<file path="config.mk">
export PLATFORM = sky130hd
export DESIGN_NAME = branch_update_queue_flat
export DESIGN_NICKNAME = d
export VERILOG_FILES = /design/src/rtl/branch_update_queue_pkg.sv /design/src/rtl/branch_update_queue_if.sv /design/src/rtl/branch_update_queue.sv /design/src/flat_wrapper.sv
export SDC_FILE = /design/constraint.sdc
export NUM_CORES = 2
export LEC_CHECK = 0
export CAP_MARGIN = 10
export CORE_MARGIN = 10
export CORE_UTILIZATION = 55
export CTS_CLUSTER_DIAMETER = 50
export DETAILED_ROUTE_END_ITERATION = 6
export GPL_TIMING_DRIVEN = 0
export PLACE_DENSITY_LB_ADDON = 0.15
export SLEW_MARGIN = 10
export SYNTH_ARGS = -nofsm -noshare
export SYNTH_HDL_FRONTEND = slang
export SYNTH_SLANG_ARGS = --single-unit
</file>
<file path="constraint.sdc">
create_clock -name clk -period 5.1 [get_ports clk]
set_input_delay 1.53 -clock clk [delete_from_list [all_inputs] [get_ports clk]]
set_output_delay 1.53 -clock clk [all_outputs]
set_load 0.02 [all_outputs]
</file>
<file path="src/rtl/branch_update_queue_pkg.sv">
// Shared types and sizing for the branch update queue: entry states, entry record layout
// and the redirect-target helper used at mispredict retire.
package branch_update_queue_pkg;

  localparam int DEPTH     = 8;
  localparam int PC_W      = 32;
  localparam int PHT_IDX_W = 7;
  localparam int BHT_IDX_W = 4;
  localparam int PTR_W     = $clog2(DEPTH);
  localparam int CNT_W     = PTR_W + 1;

  typedef enum logic [1:0] {
    ST_INVALID  = 2'd0,
    ST_PENDING  = 2'd1,
    ST_RESOLVED = 2'd2
  } entry_state_e;

  typedef struct packed {
    logic [PC_W-1:0]      pc;
    logic [PHT_IDX_W-1:0] pht_index;
    logic [BHT_IDX_W-1:0] bht_index;
    logic                 pred_taken;
    logic [PC_W-1:0]      pred_target;
    logic                 act_taken;
    logic [PC_W-1:0]      act_target;
    logic                 mispred;
  } bq_entry_t;

  // Correct fetch address once the real outcome is known; fall-through wraps mod 2^PC_W.
  function automatic logic [PC_W-1:0] redirect_target(input logic act_taken,
                                                      input logic [PC_W-1:0] act_target,
                                                      input logic [PC_W-1:0] pc);
    return act_taken ? act_target : pc + PC_W'(4);
  endfunction

endpackage

</file>
<file path="src/rtl/branch_update_queue_if.sv">
// Fetch/execute/retire-facing bus of the branch update queue.
// BRANCH_UPDATE_STATS_EN adds the retire/mispredict statistic counters.
interface branch_update_queue_if;
  import branch_update_queue_pkg::*;

  logic                 alloc_valid;
  logic                 alloc_ready;
  logic [PC_W-1:0]      alloc_pc;
  logic [PHT_IDX_W-1:0] alloc_pht_index;
  logic [BHT_IDX_W-1:0] alloc_bht_index;
  logic                 alloc_pred_taken;
  logic [PC_W-1:0]      alloc_pred_target;
  logic [PTR_W-1:0]     alloc_tag;
  logic                 resolve_valid;
  logic [PTR_W-1:0]     resolve_tag;
  logic                 resolve_taken;
  logic [PC_W-1:0]      resolve_target;
  logic                 retire_valid;
  logic                 update_en;
  logic [PHT_IDX_W-1:0] update_PHT_index;
  logic [BHT_IDX_W-1:0] update_BHT_index;
  logic                 branch_en;
  logic                 redirect_valid;
  logic [PC_W-1:0]      redirect_pc;
`ifdef BRANCH_UPDATE_STATS_EN
  logic [31:0]          stat_retired;
  logic [31:0]          stat_mispred;
`endif

  modport master (
    output alloc_valid, alloc_pc, alloc_pht_index, alloc_bht_index, alloc_pred_taken,
           alloc_pred_target, resolve_valid, resolve_tag, resolve_taken, resolve_target,
           retire_valid,
    input  alloc_ready, alloc_tag, update_en, update_PHT_index, update_BHT_index, branch_en,
           redirect_valid, redirect_pc
`ifdef BRANCH_UPDATE_STATS_EN
    , input stat_retired, stat_mispred
`endif
  );

  modport slave (
    input  alloc_valid, alloc_pc, alloc_pht_index, alloc_bht_index, alloc_pred_taken,
           alloc_pred_target, resolve_valid, resolve_tag, resolve_taken, resolve_target,
           retire_valid,
    output alloc_ready, alloc_tag, update_en, update_PHT_index, update_BHT_index, branch_en,
           redirect_valid, redirect_pc
`ifdef BRANCH_UPDATE_STATS_EN
    , output stat_retired, stat_mispred
`endif
  );

endinterface

</file>
<file path="src/rtl/branch_update_queue.sv">
// In-order branch queue: out-of-order resolve by tag, in-order retire into the predictor
// update port, redirect + full squash on mispredict. BRANCH_UPDATE_STATS_EN adds stat counters.
module branch_update_queue
  import branch_update_queue_pkg::*;
(
  input  logic            clk,
  input  logic            resetn,
  branch_update_queue_if.slave bus
);

  entry_state_e         state_q [DEPTH];
  entry_state_e         state_d [DEPTH];
  bq_entry_t            entry_q [DEPTH];
  bq_entry_t            entry_d [DEPTH];
  logic [PTR_W-1:0]     head_q, head_d, tail_q, tail_d;
  logic [CNT_W-1:0]     count_q, count_d;
  logic                 update_en_q, update_en_d;
  logic [PHT_IDX_W-1:0] update_pht_q, update_pht_d;
  logic [BHT_IDX_W-1:0] update_bht_q, update_bht_d;
  logic                 branch_en_q, branch_en_d;
  logic                 redirect_valid_q, redirect_valid_d;
  logic [PC_W-1:0]      redirect_pc_q, redirect_pc_d;
`ifdef BRANCH_UPDATE_STATS_EN
  logic [31:0]          stat_retired_q, stat_retired_d;
  logic [31:0]          stat_mispred_q, stat_mispred_d;
`endif

  logic alloc_ready, alloc_fire, resolve_hit, retire_fire, squash;

  // Retire looks only at the registered head state, so a same-cycle resolve cannot retire.
  assign alloc_ready = count_q < CNT_W'(DEPTH);
  assign alloc_fire  = bus.alloc_valid && alloc_ready;
  assign resolve_hit = bus.resolve_valid && (state_q[bus.resolve_tag] == ST_PENDING);
  assign retire_fire = bus.retire_valid && (state_q[head_q] == ST_RESOLVED);
  assign squash      = retire_fire && entry_q[head_q].mispred;

  always_comb begin
    state_d          = state_q;
    entry_d          = entry_q;
    head_d           = head_q;
    tail_d           = tail_q;
    count_d          = count_q;
    update_en_d      = retire_fire;
    update_pht_d     = update_pht_q;
    update_bht_d     = update_bht_q;
    branch_en_d      = 1'b0;
    redirect_valid_d = squash;
    redirect_pc_d    = redirect_pc_q;

    if (resolve_hit) begin
      state_d[bus.resolve_tag]            = ST_RESOLVED;
      entry_d[bus.resolve_tag].act_taken  = bus.resolve_taken;
      entry_d[bus.resolve_tag].act_target = bus.resolve_target;
      entry_d[bus.resolve_tag].mispred    =
        (bus.resolve_taken != entry_q[bus.resolve_tag].pred_taken) ||
        (bus.resolve_taken && (bus.resolve_target != entry_q[bus.resolve_tag].pred_target));
    end

    if (retire_fire) begin
      update_pht_d = entry_q[head_q].pht_index;
      update_bht_d = entry_q[head_q].bht_index;
      branch_en_d  = entry_q[head_q].act_taken;
    end

    // A mispredict wipes every entry, including one allocated this same cycle.
    if (squash) begin
      for (int i = 0; i < DEPTH; i++) state_d[i] = ST_INVALID;
      head_d        = tail_q;
      count_d       = '0;
      redirect_pc_d = redirect_target(entry_q[head_q].act_taken, entry_q[head_q].act_target,
                                      entry_q[head_q].pc);
    end else begin
      if (retire_fire) begin
        state_d[head_q] = ST_INVALID;
        head_d          = head_q + PTR_W'(1);
      end
      if (alloc_fire) begin
        state_d[tail_q]             = ST_PENDING;
        entry_d[tail_q].pc          = bus.alloc_pc;
        entry_d[tail_q].pht_index   = bus.alloc_pht_index;
        entry_d[tail_q].bht_index   = bus.alloc_bht_index;
        entry_d[tail_q].pred_taken  = bus.alloc_pred_taken;
        entry_d[tail_q].pred_target = bus.alloc_pred_target;
        entry_d[tail_q].act_taken   = 1'b0;
        entry_d[tail_q].act_target  = '0;
        entry_d[tail_q].mispred     = 1'b0;
        tail_d                      = tail_q + PTR_W'(1);
      end
      count_d = count_q + CNT_W'(alloc_fire) - CNT_W'(retire_fire);
    end
  end

`ifdef BRANCH_UPDATE_STATS_EN
  always_comb begin
    stat_retired_d = stat_retired_q;
    stat_mispred_d = stat_mispred_q;
    if (retire_fire && (stat_retired_q != '1)) stat_retired_d = stat_retired_q + 32'd1;
    if (squash && (stat_mispred_q != '1))      stat_mispred_d = stat_mispred_q + 32'd1;
  end
`endif

  always_ff @(posedge clk) begin
    if (!resetn) begin
      for (int i = 0; i < DEPTH; i++) state_q[i] <= ST_INVALID;
      head_q           <= '0;
      tail_q           <= '0;
      count_q          <= '0;
      update_en_q      <= 1'b0;
      update_pht_q     <= '0;
      update_bht_q     <= '0;
      branch_en_q      <= 1'b0;
      redirect_valid_q <= 1'b0;
      redirect_pc_q    <= '0;
`ifdef BRANCH_UPDATE_STATS_EN
      stat_retired_q   <= '0;
      stat_mispred_q   <= '0;
`endif
    end else begin
      state_q          <= state_d;
      head_q           <= head_d;
      tail_q           <= tail_d;
      count_q          <= count_d;
      update_en_q      <= update_en_d;
      update_pht_q     <= update_pht_d;
      update_bht_q     <= update_bht_d;
      branch_en_q      <= branch_en_d;
      redirect_valid_q <= redirect_valid_d;
      redirect_pc_q    <= redirect_pc_d;
`ifdef BRANCH_UPDATE_STATS_EN
      stat_retired_q   <= stat_retired_d;
      stat_mispred_q   <= stat_mispred_d;
`endif
    end
  end

  // Payload needs no reset: a slot is only read once its state says it was written.
  always_ff @(posedge clk) begin
    entry_q <= entry_d;
  end

  assign bus.alloc_ready      = alloc_ready;
  assign bus.alloc_tag        = tail_q;
  assign bus.update_en        = update_en_q;
  assign bus.update_PHT_index = update_pht_q;
  assign bus.update_BHT_index = update_bht_q;
  assign bus.branch_en        = branch_en_q;
  assign bus.redirect_valid   = redirect_valid_q;
  assign bus.redirect_pc      = redirect_pc_q;
`ifdef BRANCH_UPDATE_STATS_EN
  assign bus.stat_retired     = stat_retired_q;
  assign bus.stat_mispred     = stat_mispred_q;
`endif

endmodule

</file>
<file path="src/flat_wrapper.sv">
// flat-port wrapper written by rule: the top's interface ports become plain ports
module branch_update_queue_flat import branch_update_queue_pkg::*;
  (clk, resetn, bus_alloc_valid, bus_alloc_pc, bus_alloc_pht_index, bus_alloc_bht_index, bus_alloc_pred_taken, bus_alloc_pred_target, bus_resolve_valid, bus_resolve_tag, bus_resolve_taken, bus_resolve_target, bus_retire_valid, bus_alloc_ready, bus_alloc_tag, bus_update_en, bus_update_PHT_index, bus_update_BHT_index, bus_branch_en, bus_redirect_valid, bus_redirect_pc);
  branch_update_queue_if bus_i ();
  input  logic clk;
  input  logic resetn;
  input wire logic [$bits(bus_i.alloc_valid)-1:0] bus_alloc_valid;
  input wire logic [$bits(bus_i.alloc_pc)-1:0] bus_alloc_pc;
  input wire logic [$bits(bus_i.alloc_pht_index)-1:0] bus_alloc_pht_index;
  input wire logic [$bits(bus_i.alloc_bht_index)-1:0] bus_alloc_bht_index;
  input wire logic [$bits(bus_i.alloc_pred_taken)-1:0] bus_alloc_pred_taken;
  input wire logic [$bits(bus_i.alloc_pred_target)-1:0] bus_alloc_pred_target;
  input wire logic [$bits(bus_i.resolve_valid)-1:0] bus_resolve_valid;
  input wire logic [$bits(bus_i.resolve_tag)-1:0] bus_resolve_tag;
  input wire logic [$bits(bus_i.resolve_taken)-1:0] bus_resolve_taken;
  input wire logic [$bits(bus_i.resolve_target)-1:0] bus_resolve_target;
  input wire logic [$bits(bus_i.retire_valid)-1:0] bus_retire_valid;
  output wire logic [$bits(bus_i.alloc_ready)-1:0] bus_alloc_ready;
  output wire logic [$bits(bus_i.alloc_tag)-1:0] bus_alloc_tag;
  output wire logic [$bits(bus_i.update_en)-1:0] bus_update_en;
  output wire logic [$bits(bus_i.update_PHT_index)-1:0] bus_update_PHT_index;
  output wire logic [$bits(bus_i.update_BHT_index)-1:0] bus_update_BHT_index;
  output wire logic [$bits(bus_i.branch_en)-1:0] bus_branch_en;
  output wire logic [$bits(bus_i.redirect_valid)-1:0] bus_redirect_valid;
  output wire logic [$bits(bus_i.redirect_pc)-1:0] bus_redirect_pc;
  assign bus_i.alloc_valid = bus_alloc_valid;
  assign bus_i.alloc_pc = bus_alloc_pc;
  assign bus_i.alloc_pht_index = bus_alloc_pht_index;
  assign bus_i.alloc_bht_index = bus_alloc_bht_index;
  assign bus_i.alloc_pred_taken = bus_alloc_pred_taken;
  assign bus_i.alloc_pred_target = bus_alloc_pred_target;
  assign bus_i.resolve_valid = bus_resolve_valid;
  assign bus_i.resolve_tag = bus_resolve_tag;
  assign bus_i.resolve_taken = bus_resolve_taken;
  assign bus_i.resolve_target = bus_resolve_target;
  assign bus_i.retire_valid = bus_retire_valid;
  assign bus_alloc_ready = bus_i.alloc_ready;
  assign bus_alloc_tag = bus_i.alloc_tag;
  assign bus_update_en = bus_i.update_en;
  assign bus_update_PHT_index = bus_i.update_PHT_index;
  assign bus_update_BHT_index = bus_i.update_BHT_index;
  assign bus_branch_en = bus_i.branch_en;
  assign bus_redirect_valid = bus_i.redirect_valid;
  assign bus_redirect_pc = bus_i.redirect_pc;
  branch_update_queue u_core (.clk(clk), .resetn(resetn), .bus(bus_i));
endmodule
</file>
==> reports/results.ini <==
[run_status]
status = complete, but fails checks
violations = max-capacitance violations, max-slew violations, negative setup slack

[cells_and_area]
register_area_mm2 = 0.0251
nNetsFinal = 3941
multiInputGateArea_mm2 = 0.0161
drive_gt1_frac = 0.115
fillers = 6127
syn_to_final_growth_pct = 15.9

[yosys]
syn_area_per_cell_um2 = 12.0
synth.distinct_cells = 75
syn_inst = 3558
synthFlopType = edfxtp_1
synth_xor_area_frac = 0.0129
synth_fp_nets = 3683
synth_edf_count = 608
synth_mux_area_frac = 0.120
synthArstFlopShare = 0
synth-simple-area-share = 0.158
synth_seq_area_share = 0.589
yosys_warnings = 0
syn_area_mm2 = 0.0427
synthAdderAreaFrac = 0.00252
synth_top_family_by_area = simple AND/OR/NAND/NOR gates
ys_ff_latch = 952
synth-compound-area-share = 0.0817

[clock_tree]
numCtsBuffers = 107
clk_pin_slew_ps = 60
tritoncts = done
h-tree-depth = 3
clock-root-buffer = clkbuf_16
postCtsHoldBufs = 0
ctsLongestPathBuffers = 3
cts.sinks = 952
clk_latency_ps = 700

[timing]
setup_slack_ps = -156
clock_skew_ps = 27.1
drv_slew = 8
clock.fmax_ghz = 0.190
finalCritPeriodShare = 1.03
hold_violations = 0
maxSlewHeadroom = -0.0112
post-route-min-period_ps = 5260
grt_setup_unrepaired = yes
setup_tns_ps = -4090
holdWs_ps = 455
tightest_slew_ps = 1510
setup_violations = 78

[floorplan]
initial_utilization = 0.552
std_cell_rows = 102
ios = 167
die_h_um = 298
die_x_um = 298
dieArea_mm2 = 0.0891
core_mm2 = 0.0772

[placed_design]
pre_cts_slack_ps = -1300
hpwl_mm = 111
port_buffers = 131
gp_congestion = 1.01

[drt]
ant_nets = 0
drc = 0
vias = 34200
dr.pass1.iters = 7
drt-total-wl_mm = 171
routed_via_density = 6.90
drtIter0Drc = 6639
wl_per_cell_um = 34.5

[power_and_ir_drop]
p_int_mw = 14.1
power.leakage_nw = 19.7
powerDensity_mw_per_mm2 = 386
netSwitchingFraction = 0.262
total_power_mw = 19.1
seq_power_share = 0.473
clkPwrFrac = 0.416
ir_drop_mv = 0.280
power_frac_comb = 0.111
power.switching_mw = 5.00

[global_routing]
grt_pass1_wl_mm = 237
grt-ovfl-total = 0
grt_pass1_vias = 32000
antenna_found_initial = 18
grt_max_degree = 56
track_usage = 0.368

[worst_setup_path]
end_kind = register
critical_path.max_fanout = 10
r2r_slack_ps = -160
crit_chain = buf_2, buf_2, buf_2, buf_2, buf_1, clkbuf_2, clkbuf_1, o22ai_1, a21oi_1, nor3_1, a21oi_1, o22ai_1
crit_start = u_core.head_q[2]
critPathRequiredTime_ps = 5630
critPathArrivalTime_ps = 5790
critPathLaunchType = register
r2r-end = u_core.bus.redirect_pc[21]
crit-reg2reg-launch = u_core.head_q[2]
crit_path_end = u_core.bus.redirect_pc[21]
ff2ff_path_depth = 12
cp_slowest_stage_delay_ps = 880
path_class = reg2reg
crit_top_cell = buf_2
worst_path_max_delay_cell = clkbuf_1

[min_path]
holdCritPathClass = reg2reg

[job]
maxCapViolCount = 1

==> critical path, delay by kind of cell (launching register included) <==
kind	cells	cell delay (ps)
buffers and inverters	7	3670
flip-flops	1	430
AND/OR/NAND/NOR	1	90
AO/OA/AOI/OAI	4	860
==> synth_stat cells (all sizes together), types with 22 or more instances <==
cell type,instances,area (um^2)
o21ai,29,145
xor2,30,263
nand3,31,155
a221oi,75,663
mux4,73,1640
clkbuf,265,995
a22oi,72,541
and2,87,544
mux2,61,687
buf,81,453
and3,539,3370
o22ai,22,138
dfxtp,344,6890
nand2,217,815
a21oi,129,646
a22o,38,333
nor3,27,140
nor2,293,1100
mux2i,278,2780
edfxtp,608,18300
xnor2,33,289
==> placed cells by master (no fill, tap or decap), types with 18 or more instances in the layout <==
cell and n:
edfxtp_1 608, and3_1 539, dfxtp_1 344, nor2_1 288, mux2i_1 275, clkbuf_1 265, nand2_1 216, clkdlybuf4s50_1 131
a21oi_1 129, clkbuf_16 110, and2_1 87, a221oi_1 74, mux4_2 73, a22oi_1 72, mux2_2 61, buf_2 51
a22o_1 38, xnor2_1 33, nand3_1 31, xor2_1 30, o21ai_0 29, o22ai_1 22, a221o_1 20, nor3_1 18
==> worst min-delay path by stage <==
stage | start | endpoint | cells past startpoint
floorplan | u_core.entry_q[22] | u_core.entry_q[22] | 2
global placement | u_core.entry_q[246] | u_core.entry_q[246] | 2
detailed placement | u_core.bus.redirect_pc[0] | u_core.bus.redirect_pc[0] | 2
CTS | u_core.bus.redirect_pc[0] | u_core.bus.redirect_pc[0] | 2
global route | u_core.entry_q[13] | u_core.entry_q[13] | 2
finish | u_core.entry_q[225] | u_core.entry_q[225] | 2
==> power groups by stage <==
stage	Sequential [mW]	Clock, mW	Combinational (mW)
4_1_cts	9.02	7.87	2.03
3_5_place_dp	9.17	0	2.02
3_3_place_gp	9.19	0	1.94
6_report	9.03	7.94	2.13
5_1_grt	9.06	8.18	2.21
2_1_floorplan	9.11	0	1.18
==> through the flow <==
step | util | instances | area [um^2]
after floorplan | - | 3558 | 42700
after global placement | 0.586 | 4729 | 45300
after detailed placement | 0.591 | 4741 | 45600
after CTS | 0.638 | 4941 | 49300
after global routing | 0.640 | 4951 | 49400
final | 0.641 | 4954 | 49500
==> layer usage <==
metal | up-vias | part of all wire | track usage
li1 | 13900 | - | -
met1 | 16600 | 0.36 | 0.482
met2 | 3101 | 0.43 | 0.528
met3 | 667 | 0.15 | 0.128
met4 | 20 | 0.064 | 0.209
met5 | - | 0.00069 | 0
==> sequential cells by signal, indices dropped and copies added (netlist names) <==
signal                       flops
u_core.entry_q                 880
u_core.bus.redirect_pc          32
u_core.state_q                  16
u_core.bus.update_PHT_index      7
u_core.bus.update_BHT_index      4
u_core.count_q                   4
u_core.bus.alloc_tag             3
u_core.head_q                    3
u_core.bus.branch_en             1
u_core.bus.redirect_valid        1
u_core.bus.update_en             1
==> layout make-up <==
| cell class | count | share of cell area |
|---|---|---|
| inverters | 19 | 0.00144 |
| well taps | 1040 | 0.0263 |
| multi-input cells | 2241 | 0.326 |
| flip-flops and latches | 952 | 0.508 |
| clock inverters | 70 | 0.0145 |
| clock buffers | 131 | 0.0581 |
| plain buffers | 345 | 0.0317 |
| diodes | 6 | 0.000304 |
| repair buffers | 150 | 0.0333 |
==> cell families after synthesis <==
family,Yosys count
simple gates,1277
flops,952
compound gates,481
mux,412
buf+inv,365
xor+xnor,63
fa+ha+maj,8
==> what timing repair did <==
item	CTS	global route
gates cloned	0	0
resized for setup	18	23
pin swaps	0	3
endpoints found under the setup margin	246	331
buffers inserted	0	4
Note: power is estimated with default switching activity, not from simulation.
